===== config.mk =====
export PLATFORM = sky130hd
export DESIGN_NAME = dff_bank_arbiter
export DESIGN_NICKNAME = d
export VERILOG_FILES = /design/src/rtl/dff_bank_arbiter.sv
export SDC_FILE = /design/constraint.sdc
export NUM_CORES = 1
export LEC_CHECK = 0
export CORE_MARGIN = 10
export CORE_UTILIZATION = 39
export CTS_CLUSTER_SIZE = 10
export DETAILED_ROUTE_END_ITERATION = 10
export PLACE_DENSITY = 0.91
export SLEW_MARGIN = 5
export SYNTH_ARGS = -nofsm -noshare
export SYNTH_HDL_FRONTEND = slang
export SYNTH_SLANG_ARGS = --single-unit

===== constraint.sdc =====
create_clock -name clk -period 8.65 [get_ports clk]
set_input_delay 1.73 -clock clk [delete_from_list [all_inputs] [get_ports clk]]
set_output_delay 1.73 -clock clk [all_outputs]
set_load 0.01 [all_outputs]

===== src/rtl/dff_bank_arbiter.sv =====
// Round-robin arbiter/sequencer for a bank of set/clear/load D flip-flops.
// Four requesters compete. The winner's op drives the bank controls for one
// cycle (APPLY). An acknowledge cycle (ACK) follows, with done pulsed.
//
// Ports:
//   clk      rising-edge clock
//   clr_n    synchronous active-low reset
//   req      request per requester (bit i = requester i)
//   op       2-bit op per requester: 00 load, 01 set, 10 clear, 11 nop
//   din      WIDTH-bit data/mask per requester
//   gnt      one-hot grant, high during APPLY
//   reg_st   per-bit set to bank
//   reg_clr  per-bit clear to bank
//   reg_ld   per-bit load enable to bank
//   reg_d    per-bit data to bank
//   busy     high during APPLY and ACK
//   done     one-cycle pulse during ACK
module dff_bank_arbiter #(
  parameter int unsigned WIDTH = 8
) (
  input  logic               clk,
  input  logic               clr_n,
  input  logic [3:0]         req,
  input  logic [7:0]         op,
  input  logic [4*WIDTH-1:0] din,
  output logic [3:0]         gnt,
  output logic [WIDTH-1:0]   reg_st,
  output logic [WIDTH-1:0]   reg_clr,
  output logic [WIDTH-1:0]   reg_ld,
  output logic [WIDTH-1:0]   reg_d,
  output logic               busy,
  output logic               done
);

  localparam int unsigned N_REQ = 4;

  typedef enum logic [1:0] {
    IDLE  = 2'd0,
    APPLY = 2'd1,
    ACK   = 2'd2
  } state_e;

  typedef enum logic [1:0] {
    OP_LOAD = 2'b00,
    OP_SET  = 2'b01,
    OP_CLR  = 2'b10,
    OP_NOP  = 2'b11
  } op_e;

  state_e           r_state;
  logic [1:0]       r_ptr;

  state_e           w_state_nx;
  logic [1:0]       w_ptr_nx;
  logic [3:0]       w_gnt_nx;
  logic [WIDTH-1:0] w_st_nx;
  logic [WIDTH-1:0] w_clr_nx;
  logic [WIDTH-1:0] w_ld_nx;
  logic [WIDTH-1:0] w_d_nx;
  logic             w_busy_nx;
  logic             w_done_nx;

  logic             w_found;
  logic [1:0]       w_win;
  logic [1:0]       w_idx;
  logic [1:0]       w_opsel;
  logic [WIDTH-1:0] w_dsel;

  // Winner search: first set req bit starting at ptr, wrapping mod 4.
  always_comb begin
    w_found = 1'b0;
    w_win   = r_ptr;
    w_idx   = '0;
    for (int i = 0; i < N_REQ; i++) begin
      w_idx = r_ptr + 2'(i);
      if (!w_found && req[w_idx]) begin
        w_found = 1'b1;
        w_win   = w_idx;
      end
    end
  end

  // Select the winner's op and data.
  always_comb begin
    w_opsel = op[1:0];
    w_dsel  = din[0 +: WIDTH];
    case (w_win)
      2'd0: begin w_opsel = op[1:0]; w_dsel = din[0*WIDTH +: WIDTH]; end
      2'd1: begin w_opsel = op[3:2]; w_dsel = din[1*WIDTH +: WIDTH]; end
      2'd2: begin w_opsel = op[5:4]; w_dsel = din[2*WIDTH +: WIDTH]; end
      default: begin w_opsel = op[7:6]; w_dsel = din[3*WIDTH +: WIDTH]; end
    endcase
  end

  // Next-state and next-output logic. Outputs are registered, so the values
  // computed in IDLE become the APPLY-cycle controls; this acts as the latch
  // of the winner's op and data.
  always_comb begin
    w_state_nx = r_state;
    w_ptr_nx   = r_ptr;
    w_gnt_nx   = '0;
    w_st_nx    = '0;
    w_clr_nx   = '0;
    w_ld_nx    = '0;
    w_d_nx     = '0;
    w_busy_nx  = 1'b0;
    w_done_nx  = 1'b0;
    case (r_state)
      IDLE: begin
        if (w_found) begin
          w_state_nx = APPLY;
          w_gnt_nx   = 4'(4'b0001 << w_win);
          w_busy_nx  = 1'b1;
          w_ptr_nx   = w_win + 2'd1;
          // Only one control class is ever driven, so bits never overlap.
          case (op_e'(w_opsel))
            OP_LOAD: begin
              w_ld_nx = {WIDTH{1'b1}};
              w_d_nx  = w_dsel;
            end
            OP_SET:  w_st_nx  = w_dsel;
            OP_CLR:  w_clr_nx = w_dsel;
            default: ;
          endcase
        end
      end
      APPLY: begin
        w_state_nx = ACK;
        w_busy_nx  = 1'b1;
        w_done_nx  = 1'b1;
      end
      ACK: begin
        w_state_nx = IDLE;
      end
      default: begin
        w_state_nx = IDLE;
      end
    endcase
  end

  // State, pointer and output registers; reset abandons any op in flight.
  always_ff @(posedge clk) begin
    if (!clr_n) begin
      r_state <= IDLE;
      r_ptr   <= '0;
      gnt     <= '0;
      reg_st  <= '0;
      reg_clr <= '0;
      reg_ld  <= '0;
      reg_d   <= '0;
      busy    <= 1'b0;
      done    <= 1'b0;
    end else begin
      r_state <= w_state_nx;
      r_ptr   <= w_ptr_nx;
      gnt     <= w_gnt_nx;
      reg_st  <= w_st_nx;
      reg_clr <= w_clr_nx;
      reg_ld  <= w_ld_nx;
      reg_d   <= w_d_nx;
      busy    <= w_busy_nx;
      done    <= w_done_nx;
    end
  end

endmodule


==> results of run 1 <==
==> area by class of cell <==
class / instances / area (um^2)
inverter: 10 / 37.5
sequential: 35 / 701
tap: 46 / 57.6
timing repair buffer: 83 / 831
clock inverter: 3 / 15.0
clock buffer: 5 / 37.5
fill: 262 / 1100
multi-input combinational: 89 / 528
==> path summary, 6_finish.rpt <==
check,from,endpoint,slack (ns),cells after the start
setup reg to reg,r_ptr[1],reg_clr[3],5.41,8
setup / recovery,req[3],reg_clr[3],3.85,9
hold reg to reg,r_state[0],r_state[1],0.51,2
hold / removal,r_state[0],r_state[1],0.51,2
==> flip-flops by register name, indices dropped and copies added (netlist names) <==
signal and cells:
reg_st 8, reg_clr 8, busy 1, r_state 2, done 1, r_ptr 2, gnt 4, reg_ld 1
reg_d 8
==> critical path, delay by kind of cell <==
family,cells,cell delay [ns]
fa+ha+maj,1,0.39
compound gates,4,1.94
buf+inv,2,0.74
simple gates,2,0.18
==> cells by family (layout without fill, tap and decap cells) <==
kind of cell / Yosys count / in the layout
buffers and inverters: 21 / 101
and+or+nand+nor: 51 / 51
AOI/OAI and AO/OA: 33 / 33
muxes: 1 / 1
DFF: 35 / 35
adders and majority gates: 4 / 4
==> metal layers <==
layer | track usage (%) | vias to the layer above | wire, um
li1 | - | 658 | -
met1 | 12.8 | 640 | 1580
met2 | 25.9 | 72 | 2320
met3 | 6.04 | 8 | 394
met4 | 8.60 | 0 | 144
met5 | 0 | - | 0
==> through the flow <==
step	std cells	util, %	hold slack (ns)	power, uW	area, um^2
after floorplan	145	-	0.474	278	1330
after global routing	271	66.7	0.556	458	2210
after global placement	263	65.1	0.494	348	2150
after CTS	271	66.7	0.510	433	2210
final	271	66.7	0.513	430	2210
after detailed placement	263	65.1	0.492	352	2150
==> cells in the mapped netlist <==
cell	count
dfxtp_1	35
nor2_1	27
a222oi_1	10
o21ai_0	10
inv_1	9
nand2_1	8
buf_4	7
clkbuf_1	4
ha_1	4
o22ai_1	4
a21oi_1	3
nor2b_1	3
nor3_1	3
nor3b_1	3
a21o_1	2
and3_1	2
a21boi_0	1
a22o_1	1
a31oi_1	1
clkinv_1	1
mux2i_1	1
nand2b_1	1
nand3_1	1
nand3b_1	1
nor3_2	1
nor4_1	1
o21ai_1	1
==> report_power, final <==
group	internal, uW	switching [uW]	total, uW
clock	30.2	51.4	81.7
sequential	178	7.99	186
combinational	81.6	81.4	163
total	289	141	430
==> cell usage in the layout, fill, tap and decap left out <==
cell,count
nor4_1,1
nand2_1,8
nor3_1,3
clkinv_1,1
clkinv_2,3
clkdlybuf4s50_1,83
nand3b_1,1
inv_1,9
nor2b_1,3
a31oi_1,1
o22ai_1,4
nor3b_1,3
mux2i_1,1
nor3_2,1
a21oi_1,3
a21boi_0,1
a21o_1,2
ha_1,4
a22o_1,1
o21ai_1,1
dfxtp_1,35
and3_1,2
clkbuf_4,5
nand3_1,1
nor2_1,27
a222oi_1,10
o21ai_0,10
nand2b_1,1
==> out/qor.yml, run 1 <==
outcome:
  outcome: "finished, final reports clean"
route:
  drc: 0
  vias: 1378
  drt_iter0_drc: 117
  viasPerCell: 5.08
  dr.pass1.iters: 5
  wire_per_inst_um: 16.4
  postRouteAntennaNets: 0
  drt_wl_total_um: 4440
yosys:
  yosysTopAreaCellShare_pct: 52.5
  ys_ff_latch: 35
  synth.area.mux_share_pct: 0.750
  synth_fa_ha_area_share_pct: 3.75
  syn-num-nets: 195
  synth.area.top_cells: "dfxtp_1 53%, nor2_1 7.6%, a222oi_1 7.5%"
  yosysSeqAreaShare_pct: 52.5
  synthXorXnorAreaFrac_pct: 0
  yosysTopAreaCell: "dfxtp_1"
  syn-instance-count: 145
  synth_warnings: 0
  synth.distinct_cells: 27
  synthSimpleGateAreaFrac_pct: 17.6
  synth-compound-area-share_pct: 17.4
  synth_top_family_by_area: "simple AND/OR/NAND/NOR gates"
  syn_avg_cell_area_um2: 9.20
  synth_area_um2: 1330
sta:
  timing.final.crit_period_ns: 4.80
  max_freq_mhz: 208
  tns_ns: 0
  skew_ns: 0.00710
  relSlewSlack_pct: 36.6
  setup_viol: 0
  finalCritPeriodShare_pct: 55.5
  final_hold_viol_count: 0
  setup_slack_ns: 3.85
  grt_setup_unrepaired: "no"
  slew_violations: 0
  tightest_slew_ns: 0.950
global_route:
  grt_use_total_pct: 14.2
  grt_pass1_wl_um: 6820
  antenna_found_initial: 0
  grt_pass1_vias: 1341
  grt_overflow: 0
  grt_max_degree: 20
clocking:
  ctsHtreeMaxLevel: 2
  clk_pin_slew_ns: 0.10
  post_cts_resized: 0
  clock_sinks: 35
  cts.path.max_buffers: 2
  cts_buffers: 5
  cts_setup_buffers: 0
  cts_hold_buf: 0
  cts_tree: "yes"
  clock_latency_ns: 0.32
  root_buffer: "clkbuf_4"
floorplanning:
  die_h_um: 78.5
  start_util_pct: 40.3
  die_area_um2: 6160
  placeableCoreArea_um2: 3310
  die_width_um: 78.5
  pin_count: 84
  fp-row-count: 21
finish:
  diodes: 0
  drive_gt1_share_pct: 4.00
  final_nets: 274
  syn_to_final_growth_pct: 65.5
worst_setup_path:
  cp_max_fo: 10
  crit_required_ns: 8.84
  cp_common_cell: "a222oi_1"
  cp.arrival_ns: 4.99
  crit_chain: "clkdlybuf4s50_1 -> o22ai_1 -> a222oi_1 -> inv_1 -> ha_1 -> a222oi_1 -> nor3_1 -> o21ai_1 -> nor2_1"
  end_kind: "flop"
  critPathKind: "input pin to flop"
  cp_slowest_stage_delay_ns: 0.85
  start_kind: "input pin"
  cp_slowest_cell: "a222oi_1"
placement:
  hpwl_um: 3610
  io_buffer_count: 83
  dpl_worst_slack_ns: 3.57
  gp_congestion: 0.833
power_and_ir_drop:
  peakVddDrop_mv: 0.0964
  power.density_nw_per_um2: 195
  p_leak_uw: 0.000895
run:
  maxCapViolCount: 0
hold_path:
  hold_path_class: "flop to flop"
No activity file was read; power rests on OpenSTA's default activity.
==> run 2: changes to the inputs <==
--- a/config.mk
+++ b/config.mk
@@ -6,10 +6,10 @@
 export NUM_CORES = 1
 export LEC_CHECK = 0
 export CORE_MARGIN = 10
-export CORE_UTILIZATION = 39
+export CORE_UTILIZATION = 36
 export CTS_CLUSTER_SIZE = 10
 export DETAILED_ROUTE_END_ITERATION = 10
-export PLACE_DENSITY = 0.91
+export PLACE_DENSITY = 0.85
 export SLEW_MARGIN = 5
 export SYNTH_ARGS = -nofsm -noshare
 export SYNTH_HDL_FRONTEND = slang
==> constraint.sdc (replaced) <==
create_clock -name clk -period 4.5 [get_ports clk]
set_input_delay 0.9 -clock clk [delete_from_list [all_inputs] [get_ports clk]]
set_output_delay 0.9 -clock clk [all_outputs]
set_load 0.01 [all_outputs]
==> run 2 against run 1 <==
Compared with the run above:
- non-clock buffer count is 1 higher
- first-iteration DRC count fell by 26%
- via count fell by 4.9%
==> out/qor.yml, run 2 (same netlist as run 1, synthesis figures left out) <==
route:
  drc: 0
  vias: 1311
  drt_iter0_drc: 86
  postRouteAntennaNets: 0
  met2_length_um: 2200
  drt_wl_total_um: 4330
  viasPerCell: 4.78
  wl_met1_um: 1710
  dr.pass1.iters: 4
  top_layer: "met4"
  wire_per_inst_um: 15.8
  met3_length_um: 366
sta:
  finalCritPeriodShare_pct: 83.7
  holdWs_ns: 0.513
  tns_ns: 0
  tightest_slew_ns: 0.607
  grt_setup_unrepaired: "no"
  relSlewSlack_pct: 59.1
  skew_ns: 0.00305
  setup_slack_ns: 0.734
  final_hold_viol_count: 0
  max_freq_mhz: 266
  setup_viol: 0
  timing.final.crit_period_ns: 3.77
  slew_violations: 0
clocking:
  cts_tree: "yes"
  cts_setup_buffers: 0
  clock_latency_ns: 0.28
  clk_pin_slew_ns: 0.07
  root_buffer: "clkbuf_8"
  clock_sinks: 35
  ctsHtreeMaxLevel: 2
  cts.path.max_buffers: 2
  post_cts_resized: 0
  cts_hold_buf: 0
  cts_buffers: 5
finish:
  drive_gt1_share_pct: 4.42
  final_nets: 275
  syn_to_final_growth_pct: 71.1
  utilization_pct: 62.8
  final_common_cell: "clkdlybuf4s50_1"
  fin_cells: 274
  reg_top3: "reg_clr x8, reg_d x8, reg_st x8"
  diodes: 0
  final_cell_mix: "83 x clkdlybuf4s50_1, 35 x dfxtp_1, 27 x nor2_1"
placement:
  gp_congestion: 0.786
  dpl_worst_slack_ns: 0.541
  place_inst: 266
  hpwl_um: 3470
  io_buffer_count: 83
hold_path:
  hold_path_class: "flop to flop"
power_and_ir_drop:
  peakVddDrop_mv: 0.186
  power.density_nw_per_um2: 420
  p_leak_uw: 0.000927
global_route:
  grt_use_total_pct: 12.6
  grt_max_degree: 20
  grt_pass1_vias: 1287
  grt_overflow: 0
  grt_pass1_wl_um: 6400
  antenna_found_initial: 0
worst_setup_path:
  start_kind: "input pin"
  cp_slowest_cell: "a21boi_0"
  critPathKind: "input pin to flop"
  crit_chain: "clkdlybuf4s50_1 -> nor3_1 -> a31oi_1 -> a21boi_0 -> inv_1 -> ha_1 -> a222oi_1 -> nor3_1 -> o21ai_1 -> nor2_1"
  crit_required_ns: 4.65
  end_kind: "flop"
  crit_family: "compound AO/OA/AOI/OAI gates"
  cp_slowest_stage_delay_ns: 0.52
  cp_max_fo: 10
  cp.arrival_ns: 3.91
  path_buf_inv: 2
  cp_common_cell: "nor3_1"
floorplanning:
  die_width_um: 80.9
  pin_count: 84
  start_util_pct: 36.7
  die_area_um2: 6540
  die_h_um: 80.9
  placeableCoreArea_um2: 3630
  fp-row-count: 22
outcome:
  outcome: "finished, final reports clean"
run:
  maxCapViolCount: 0
[run 2: cell count changes in the layout (fill, tap and decap cells not counted)]
cell       delta
clkinv_2      -2
clkbuf_4      -5
buf_4         +1
clkbuf_8      +6
bufinv_16     +1
[run 2: area by class of cell]
class,instances,area [um^2]
multi-input cells,89,528
clock inverters,2,35.0
well taps,48,60.1
clock buffers,6,82.6
flip-flops and latches,35,701
fillers,316,1350
inverters,10,37.5
repair buffers,84,838
[run 2: metrics by stage]
step,instance area (um^2),total power [uW]
after CTS,2280,965
after global routing,2280,1010
after floorplan,1330,534
after global placement,2160,670
final,2280,959
after detailed placement,2160,679
[run 2: metal layers]
layer  track usage, %  up-vias
met5                0        -
met3             4.53        4
met4             4.67        0
met1             14.1      593
li1                 -      665
met2             21.7       49
[run 2: final timing paths]
path                                 start         end  slack, ns  cells past startpoint
worst max-delay path                req[3]  reg_clr[2]       0.73                     10
worst min-delay path            r_state[0]  r_state[1]       0.51                      2
worst max register to register    r_ptr[1]  reg_clr[2]       1.50                      9
worst min register to register  r_state[0]  r_state[1]       0.51                      2
[run 2: worst min-delay path, cell delays in order, from the launching register on]
cell and delay (ns):
dfxtp_1 0.33, inv_1 0.09, nor2_1 0.05
[run 2: power breakdown]
part / internal (uW) / switching, uW / leakage, uW / total, uW
combinational: 159 / 157 / 0.000580 / 316
sequential: 342 / 15.1 / 0.000285 / 357
clock: 179 / 107 / 0.0000612 / 286
total: 680 / 279 / 0.000927 / 959
==> run 3: changes to the inputs <==
--- a/config.mk
+++ b/config.mk
@@ -6,10 +6,10 @@
 export NUM_CORES = 1
 export LEC_CHECK = 0
 export CORE_MARGIN = 10
-export CORE_UTILIZATION = 36
+export CORE_UTILIZATION = 32
 export CTS_CLUSTER_SIZE = 10
 export DETAILED_ROUTE_END_ITERATION = 10
-export PLACE_DENSITY = 0.85
+export PLACE_DENSITY = 0.8
 export SLEW_MARGIN = 5
 export SYNTH_ARGS = -nofsm -noshare
 export SYNTH_HDL_FRONTEND = slang
==> constraint.sdc (replaced) <==
create_clock -name clk -period 3.1 [get_ports clk]
set_input_delay 0.62 -clock clk [delete_from_list [all_inputs] [get_ports clk]]
set_output_delay 0.62 -clock clk [all_outputs]
set_load 0.01 [all_outputs]
==> run 3 against run 2 <==
Compared with the run above:
- power rose by 58%
- final area rose by 5.4%
- clock power rose by 69%
- via count rose by 6.0%
- register-to-register slack got worse by 0.91 ns
- largest power group unchanged
- clock skew rose by 0.0047 ns
- hold slack improved by 0.0041 ns
- flip-flop and latch count did not move
- final cell count rose by 4.0%
==> out/qor.yml, run 3 (same netlist as run 1, synthesis figures left out) <==
worst_setup_path:
  cp_common_cell: "a222oi_1"
  crit_required_ns: 3.31
  critPathKind: "input pin to flop"
  crit_family: "compound AO/OA/AOI/OAI gates"
  cp.arrival_ns: 2.85
  crit_chain: "dlymetal6s2s_1 -> o22ai_1 -> a222oi_1 -> inv_1 -> ha_4 -> a222oi_1 -> a21o_1 -> nand3b_1 -> nor2_1"
  path_buf_inv: 2
  cp_slowest_stage_delay_ns: 0.46
  cp_max_fo: 8
  start_kind: "input pin"
  end_kind: "flop"
  cp_slowest_cell: "a222oi_1"
sta:
  relSlewSlack_pct: 60.9
  tightest_slew_ns: 0.581
  final_hold_viol_count: 0
  holdWs_ns: 0.517
  finalCritPeriodShare_pct: 85.2
  slew_violations: 0
  skew_ns: 0.00771
  timing.final.crit_period_ns: 2.64
  max_freq_mhz: 379
  grt_setup_unrepaired: "no"
  setup_viol: 0
clocking:
  cts_tree: "yes"
  clk_pin_slew_ns: 0.07
  ctsHtreeMaxLevel: 2
  cts.path.max_buffers: 2
  cts_hold_buf: 0
  clock_latency_ns: 0.28
  cts_buffers: 5
  clock_sinks: 35
  root_buffer: "clkbuf_8"
global_route:
  grt_pass1_vias: 1401
  grt_overflow: 0
  grt_use_total_pct: 12.8
  grt_pass1_wl_um: 7410
  grt_max_degree: 15
  antenna_found_initial: 0
floorplanning:
  pin_count: 84
  placeableCoreArea_um2: 4030
  die_width_um: 84.6
  die_area_um2: 7150
  start_util_pct: 33.1
  fp-row-count: 23
  die_h_um: 84.6
finish:
  final_nets: 284
  diodes: 0
  reg_top3: "reg_clr x8, reg_d x8, reg_st x8"
  final_cell_mix: "79 x clkdlybuf4s50_1, 35 x dfxtp_1, 27 x nor2_1"
  syn_to_final_growth_pct: 80.4
  final_common_cell: "clkdlybuf4s50_1"
  fillCellCount: 372
  drive_gt1_share_pct: 9.36
  fin_cells: 285
route:
  drt_wl_total_um: 4910
  wire_per_inst_um: 17.2
  drc: 0
  drt_iter0_drc: 112
  vias: 1390
  viasPerCell: 4.88
  dr.pass1.iters: 4
  postRouteAntennaNets: 0
placement:
  hpwl_um: 3960
  io_buffer_count: 83
  gp_congestion: 0.895
  place_inst: 276
power_and_ir_drop:
  power.density_nw_per_um2: 631
  peakVddDrop_mv: 0.381
  total_power_uw: 1520
  p_leak_uw: 0.00101
outcome:
  outcome: "finished, final reports clean"
run:
  maxCapViolCount: 0
hold_path:
  hold_path_class: "flop to flop"
-- run 3: cell count changes in the layout (fill, tap and decap cells not counted), moves of 2 or more --
cell | previous run | this run
buf_4 | 1 | 10
clkdlybuf4s50_1 | 83 | 79
dlymetal6s2s_1 | 0 | 4
ha_1 | 4 | 2
ha_4 | 0 | 2
-- run 3: timing repair --
item / 4_1_cts / 5_1_grt
hold endpoints to repair: 0 / 0
setup endpoints to repair: 0 / 25
setup buffers: 0 / 1
gates resized for setup: 0 / 9
-- run 3: worst register-to-register path: stages, from the launching register on --
cell      delay, ns
dfxtp_1        0.44
o22ai_1        0.14
a222oi_1       0.37
inv_1          0.19
ha_4           0.21
a222oi_1       0.46
a21o_1         0.20
nand3b_1       0.26
nor2_1         0.18
-- run 3: metal layers --
layer  track usage, %  up-vias  routed length, um
li1                 -      676                  -
met1             13.9      640               1940
met2             22.0       68               2430
met3             4.54        6                475
met4             5.54        0                 66
met5                0        -                  0
-- run 3: final timing paths --
| kind | start | slack (ns) | depth (start not counted) | endpoint |
|---|---|---|---|---|
| setup / recovery | req[3] | 0.46 | 9 | reg_st[1] |
| hold / removal | r_state[0] | 0.52 | 2 | r_state[1] |
| setup reg to reg | r_ptr[1] | 0.59 | 8 | reg_st[1] |
| hold reg to reg | r_state[0] | 0.52 | 2 | r_state[1] |
-- run 3: where the power goes --
group	internal (uW)	switching (uW)
clock	321	164
combinational	266	248
sequential	496	23.0
total	1080	435
-- run 3: cell type report --
cell class                      count  area, um^2  share of cell area, %
Sequential cell                    35         701                   29.1
Inverter                           10        37.5                   1.56
Timing Repair Buffer               93         916                   38.1
Clock inverter                      3        67.6                   2.81
Tap cell                           50        62.6                   2.60
Clock buffer                        5        68.8                   2.86
Multi-Input combinational cell     89         553                   23.0
-- run 3: per-stage QoR --
step | setup slack [ns] | area (um^2) | utilization (%) | TNS [ns]
finish | 0.460 | 2410 | 59.7 | 0
global route | 0.140 | 2410 | 59.7 | 0
CTS | 0.118 | 2360 | 58.7 | 0
detailed placement | -0.160 | 2230 | 55.3 | -2.55
global placement | -0.0718 | 2230 | 55.3 | -1.08
floorplan | 0.164 | 1330 | - | 0
